--- config.mk ---
export PLATFORM = sky130hd
export DESIGN_NAME = vga_timing_gen
export DESIGN_NICKNAME = d
export VERILOG_FILES = /design/src/rtl/vga_timing_gen.sv
export SDC_FILE = /design/constraint.sdc
export NUM_CORES = 1
export LEC_CHECK = 0
export CAP_MARGIN = 10
export CORE_MARGIN = 4
export CORE_UTILIZATION = 53
export DETAILED_ROUTE_END_ITERATION = 8
export GPL_ROUTABILITY_DRIVEN = 0
export PLACE_DENSITY = 0.9
export SLEW_MARGIN = 20
export SYNTH_ARGS = -nofsm -noshare
export SYNTH_HDL_FRONTEND = slang
export SYNTH_SLANG_ARGS = --single-unit
--- constraint.sdc ---
create_clock -name clock -period 2.13 [get_ports clock]
set_input_delay 0.213 -clock clock [delete_from_list [all_inputs] [get_ports clock]]
set_output_delay 0.213 -clock clock [all_outputs]
set_load 0.02 [all_outputs]
--- src/rtl/vga_timing_gen.sv ---
// rtl/vga_timing_gen.sv - VGA raster timing generator with a latency-matched client colour path
// Counters issue pixel requests; syncs are delayed so they line up with the client's colour reply.
module vga_timing_gen #(
  parameter int H_ACTIVE   = 640,
  parameter int H_FRONT    = 16,
  parameter int H_SYNC     = 96,
  parameter int H_BACK     = 48,
  parameter int V_ACTIVE   = 480,
  parameter int V_FRONT    = 10,
  parameter int V_SYNC     = 2,
  parameter int V_BACK     = 33,
  parameter int COLOR_BITS = 1,
  parameter bit SYNC_POL   = 1'b0,
  parameter int LATENCY    = 2
) (
  input  logic                        clock,
  input  logic                        reset,
  input  logic                        pix_ce,
  input  logic                        enable,
  input  logic [COLOR_BITS-1:0]       pix_r,
  input  logic [COLOR_BITS-1:0]       pix_g,
  input  logic [COLOR_BITS-1:0]       pix_b,
  output logic                        req_valid,
  output logic [$clog2(H_ACTIVE)-1:0] req_x,
  output logic [$clog2(V_ACTIVE)-1:0] req_y,
  output logic                        frame_start,
  output logic                        vga_hsync,
  output logic                        vga_vsync,
  output logic [COLOR_BITS-1:0]       vga_r,
  output logic [COLOR_BITS-1:0]       vga_g,
  output logic [COLOR_BITS-1:0]       vga_b
);

  localparam int H_TOTAL = H_ACTIVE + H_FRONT + H_SYNC + H_BACK;
  localparam int V_TOTAL = V_ACTIVE + V_FRONT + V_SYNC + V_BACK;
  localparam int HW = $clog2(H_TOTAL + 1);
  localparam int VW = $clog2(V_TOTAL + 1);
  localparam int XW = $clog2(H_ACTIVE);
  localparam int YW = $clog2(V_ACTIVE);

  localparam logic [HW-1:0] H_LAST     = HW'(H_TOTAL - 1);
  localparam logic [HW-1:0] H_ACT      = HW'(H_ACTIVE);
  localparam logic [HW-1:0] H_SYNC_ON  = HW'(H_ACTIVE + H_FRONT);
  localparam logic [HW-1:0] H_SYNC_OFF = HW'(H_ACTIVE + H_FRONT + H_SYNC);
  localparam logic [VW-1:0] V_LAST     = VW'(V_TOTAL - 1);
  localparam logic [VW-1:0] V_ACT      = VW'(V_ACTIVE);
  localparam logic [VW-1:0] V_SYNC_ON  = VW'(V_ACTIVE + V_FRONT);
  localparam logic [VW-1:0] V_SYNC_OFF = VW'(V_ACTIVE + V_FRONT + V_SYNC);

  logic [HW-1:0]         r_h;
  logic [VW-1:0]         r_v;
  logic                  r_req_valid;
  logic [XW-1:0]         r_req_x;
  logic [YW-1:0]         r_req_y;
  logic                  r_frame_start;
  // Sync stage 0 is loaded alongside req_valid, so syncs carry one extra stage.
  logic [LATENCY+1:0]    r_hs_d;
  logic [LATENCY+1:0]    r_vs_d;
  logic [LATENCY:0]      r_val_d;
  logic                  r_en;
  logic [COLOR_BITS-1:0] r_col_r;
  logic [COLOR_BITS-1:0] r_col_g;
  logic [COLOR_BITS-1:0] r_col_b;

  logic w_h_last;
  logic w_v_last;
  logic w_active;
  logic w_hs_raw;
  logic w_vs_raw;
  logic w_origin;

  assign w_h_last = (r_h == H_LAST);
  assign w_v_last = (r_v == V_LAST);
  assign w_active = (r_h < H_ACT) && (r_v < V_ACT);
  assign w_hs_raw = (r_h >= H_SYNC_ON) && (r_h < H_SYNC_OFF);
  assign w_vs_raw = (r_v >= V_SYNC_ON) && (r_v < V_SYNC_OFF);
  assign w_origin = (r_h == '0) && (r_v == '0);

  always_ff @(posedge clock) begin
    if (reset) begin
      r_h           <= '0;
      r_v           <= '0;
      r_req_valid   <= 1'b0;
      r_req_x       <= '0;
      r_req_y       <= '0;
      r_frame_start <= 1'b0;
      r_hs_d        <= '0;
      r_vs_d        <= '0;
      r_val_d       <= '0;
      r_en          <= 1'b0;
      r_col_r       <= '0;
      r_col_g       <= '0;
      r_col_b       <= '0;
    end else begin
      r_frame_start <= pix_ce & w_origin;
      if (pix_ce) begin
        r_h <= w_h_last ? '0 : r_h + 1'b1;
        if (w_h_last) begin
          r_v <= w_v_last ? '0 : r_v + 1'b1;
        end
        r_req_valid <= w_active;
        r_req_x     <= w_active ? r_h[XW-1:0] : '0;
        r_req_y     <= w_active ? r_v[YW-1:0] : '0;
        r_hs_d      <= {r_hs_d[LATENCY:0], w_hs_raw};
        r_vs_d      <= {r_vs_d[LATENCY:0], w_vs_raw};
        r_val_d     <= {r_val_d[LATENCY-1:0], r_req_valid};
        // Client reply for the request now leaving stage LATENCY-1 is on pix_* this tick.
        r_en    <= enable;
        r_col_r <= pix_r;
        r_col_g <= pix_g;
        r_col_b <= pix_b;
      end
    end
  end

  assign req_valid   = r_req_valid;
  assign req_x       = r_req_x;
  assign req_y       = r_req_y;
  assign frame_start = r_frame_start;
  assign vga_hsync   = r_hs_d[LATENCY+1] ? SYNC_POL : ~SYNC_POL;
  assign vga_vsync   = r_vs_d[LATENCY+1] ? SYNC_POL : ~SYNC_POL;
  assign vga_r       = (r_val_d[LATENCY] & r_en) ? r_col_r : '0;
  assign vga_g       = (r_val_d[LATENCY] & r_en) ? r_col_g : '0;
  assign vga_b       = (r_val_d[LATENCY] & r_en) ? r_col_b : '0;

endmodule
==> results.json <==
{
  "status": "complete, no violations",
  "crit_required_ps": 2360,
  "critPathCaptureType": "flip-flop",
  "routedWlPerCell_um": 13.8,
  "drive_gt1_share_pct": 6.76,
  "clk_path_buf_depth": 2,
  "final_antenna_net_count": 0,
  "drtIter0Drc": 120,
  "initial_core_util_pct": 56.4,
  "synth_nets": 263,
  "nets": 291,
  "cts_sinks": 56,
  "yosysUniqueCellTypes": 36,
  "portBuffers": 32,
  "fin_crit_sh_pct": 89.4,
  "yosysWarnings": 0,
  "finalSetupViolCount": 0,
  "dp.final_hpwl_um": 3270,
  "antenna_found_initial": 0,
  "pre_cts_ws_ps": 68.0,
  "grt-ovfl-total": 0,
  "crit_slowest_cell": "or4_1",
  "synthFlopType": "dfxtp_1",
  "first_pass_iters": 5,
  "synthArstFlopShare_pct": 0,
  "grt_pass1_vias": 1772,
  "area_growth_pct": 19.1,
  "grt_pass1_wl_um": 8070,
  "die_x_um": 74.2,
  "worst_pin_slew_ps": 380,
  "slew_viol_final": 0,
  "arrival_ps": 2130,
  "crit_chain": "ha_1 -> and4_2 -> nand3_4 -> or4_1 -> a21oi_1",
  "h-tree-depth": 2,
  "clk_latency_ps": 300,
  "hold_viol_final": 0,
  "core_area_um2": 4120,
  "worst_setup_path_start_kind": "flip-flop",
  "hold_path.class": "flip-flop to flip-flop",
  "fin_setup_tns_ps": 0,
  "wl_um": 4580,
  "fmax_mhz": 525,
  "min_from": "r_col_b",
  "r2r-start": "r_h[0]",
  "max-vdd-ir-drop_mv": 0.440,
  "clock-root-buffer": "clkbuf_8",
  "via_per_inst": 5.60,
  "maxSlewHeadroom_pct": 74.6,
  "die-area_um2": 5500,
  "netlist_area_um2": 2320,
  "synthCells": 252,
  "ys_ff_latch": 56,
  "post-route-drc-count": 0,
  "avgSynthCellArea_um2": 9.21,
  "ys_seq_area_share_pct": 48.3,
  "crit_path_start": "r_h[0]",
  "post-cts-setup-buffer-count": 0,
  "period_minus_slack_ps": 1900,
  "cts_tree": "built",
  "cap_violations": 0,
  "powerDensity_nw_per_um2": 637,
  "synth_edf_count": 0,
  "io_pins": 33,
  "p_total_mw": 1.76,
  "setup_slack_ps": 226,
  "die_y_um": 74.2,
  "crit_fanout": 10,
  "cts_buffers": 5,
  "grt_max_degree": 29,
  "rsz0062_at_grt": "no",
  "p_leak_nw": 1.04,
  "fp-row-count": 23,
  "path_clk_slew_ps": 90,
  "cpPeakStageDelay_ps": 520,
  "vias": 1853,
  "diodes": 0,
  "rrSetupSlack_ps": 230,
  "fin_skew_ps": 6.55,
  "grt_use_total_pct": 18.3,
  "crit_type": "flip-flop to flip-flop"
}
-- critical path, delay by kind of cell, from the launching register on --
family	cells	cell delay, ps
adder cells (fa/ha/maj)	1	210
flip-flops	1	420
AND/OR/NAND/NOR	3	1040
AO/OA/AOI/OAI	1	170
-- where the power goes --
part	total (mW)	internal [mW]	leakage, nW	switching (mW)
sequential	1.07	1.06	0.453	0.0110
clock	0.579	0.266	0.0455	0.313
combinational	0.110	0.0492	0.542	0.0606
total	1.76	1.38	1.04	0.384
-- cell families after synthesis --
group / after synthesis / synth area share, %
AOI/OAI and AO/OA: 35 / 10.0
xor gates and xnor gates: 12 / 4.53
adders and majority gates: 4 / 2.16
buffers and inverters: 26 / 4.85
DFF: 56 / 48.3
muxes: 15 / 6.47
and+or+nand+nor: 104 / 23.7
-- sequential cells by signal, indices dropped and copies added (netlist names) --
register,count
r_col_b,1
req_y,9
r_val_d,3
r_en,1
r_vs_d,4
frame_start,1
req_x,10
r_v,10
r_col_r,1
r_col_g,1
r_h,10
r_hs_d,4
req_valid,1
-- cells in the mapped netlist (all sizes together) (6+ instances only) --
cell	instances	area [um2]
dfxtp	56	1120
nor2	51	199
a22oi	19	143
mux2i	15	150
clkbuf	12	45.0
a21oi	9	45.0
nand3	9	57.6
and3	8	50.1
inv	8	30.0
xor2	8	70.1
nand2	7	26.3
buf	6	37.5
-- per-layer routing --
| metal | track usage, % | routed length (um) |
|---|---|---|
| met5 | 0 | 0 |
| met4 | 5.63 | 40 |
| met3 | 3.11 | 239 |
| met2 | 29.7 | 2200 |
| met1 | 24.9 | 2100 |
-- area by class of cell --
cell class                 instances  area (um2)
inverter                           8        30.0
fill                             333        1350
clock buffer                       8        90.1
sequential                        56        1120
tap                               50        62.6
timing repair buffer              39         373
multi-input combinational        170        1090
-- what timing repair did --
item	in CTS	in global routing
gates resized for setup	0	1
hold buffers	0	0
endpoints found under the setup margin	0	1
-- per-stage QoR --
stage	instances	area, um2	utilization (%)	hold WS [ps]
2_1_floorplan	252	2320	-	360
3_3_place_gp	323	2670	65.0	468
3_5_place_dp	323	2670	65.0	483
4_1_cts	331	2760	67.2	505
5_1_grt	331	2770	67.2	526
6_report	331	2770	67.2	497
-- cells in the final DEF (no fill, tap or decap), types with 2 or more instances in the layout --
cell type,Yosys,final
clkbuf_1,12,2
xor2_1,8,8
nand2_1,7,7
nand4_1,5,5
a22oi_1,19,19
nor2_1,50,50
xnor2_1,4,4
a21oi_1,9,9
and4_1,5,4
nand3_1,8,8
o21ai_0,3,3
nor4_1,5,5
and3_1,8,8
inv_1,8,8
ha_1,4,4
dfxtp_1,56,56
clkdlybuf4s50_1,0,32
nor3_1,3,3
o31ai_1,3,3
clkbuf_8,0,6
buf_4,1,7
mux2i_1,15,15
or4_1,2,2
-- worst paths after layout --
check / to / cells past startpoint
max: r_v[6] / 5
min: r_col_b / 2
max reg2reg: r_v[6] / 5
min reg2reg: r_col_b / 2
No activity file was read; power rests on OpenSTA's default activity.
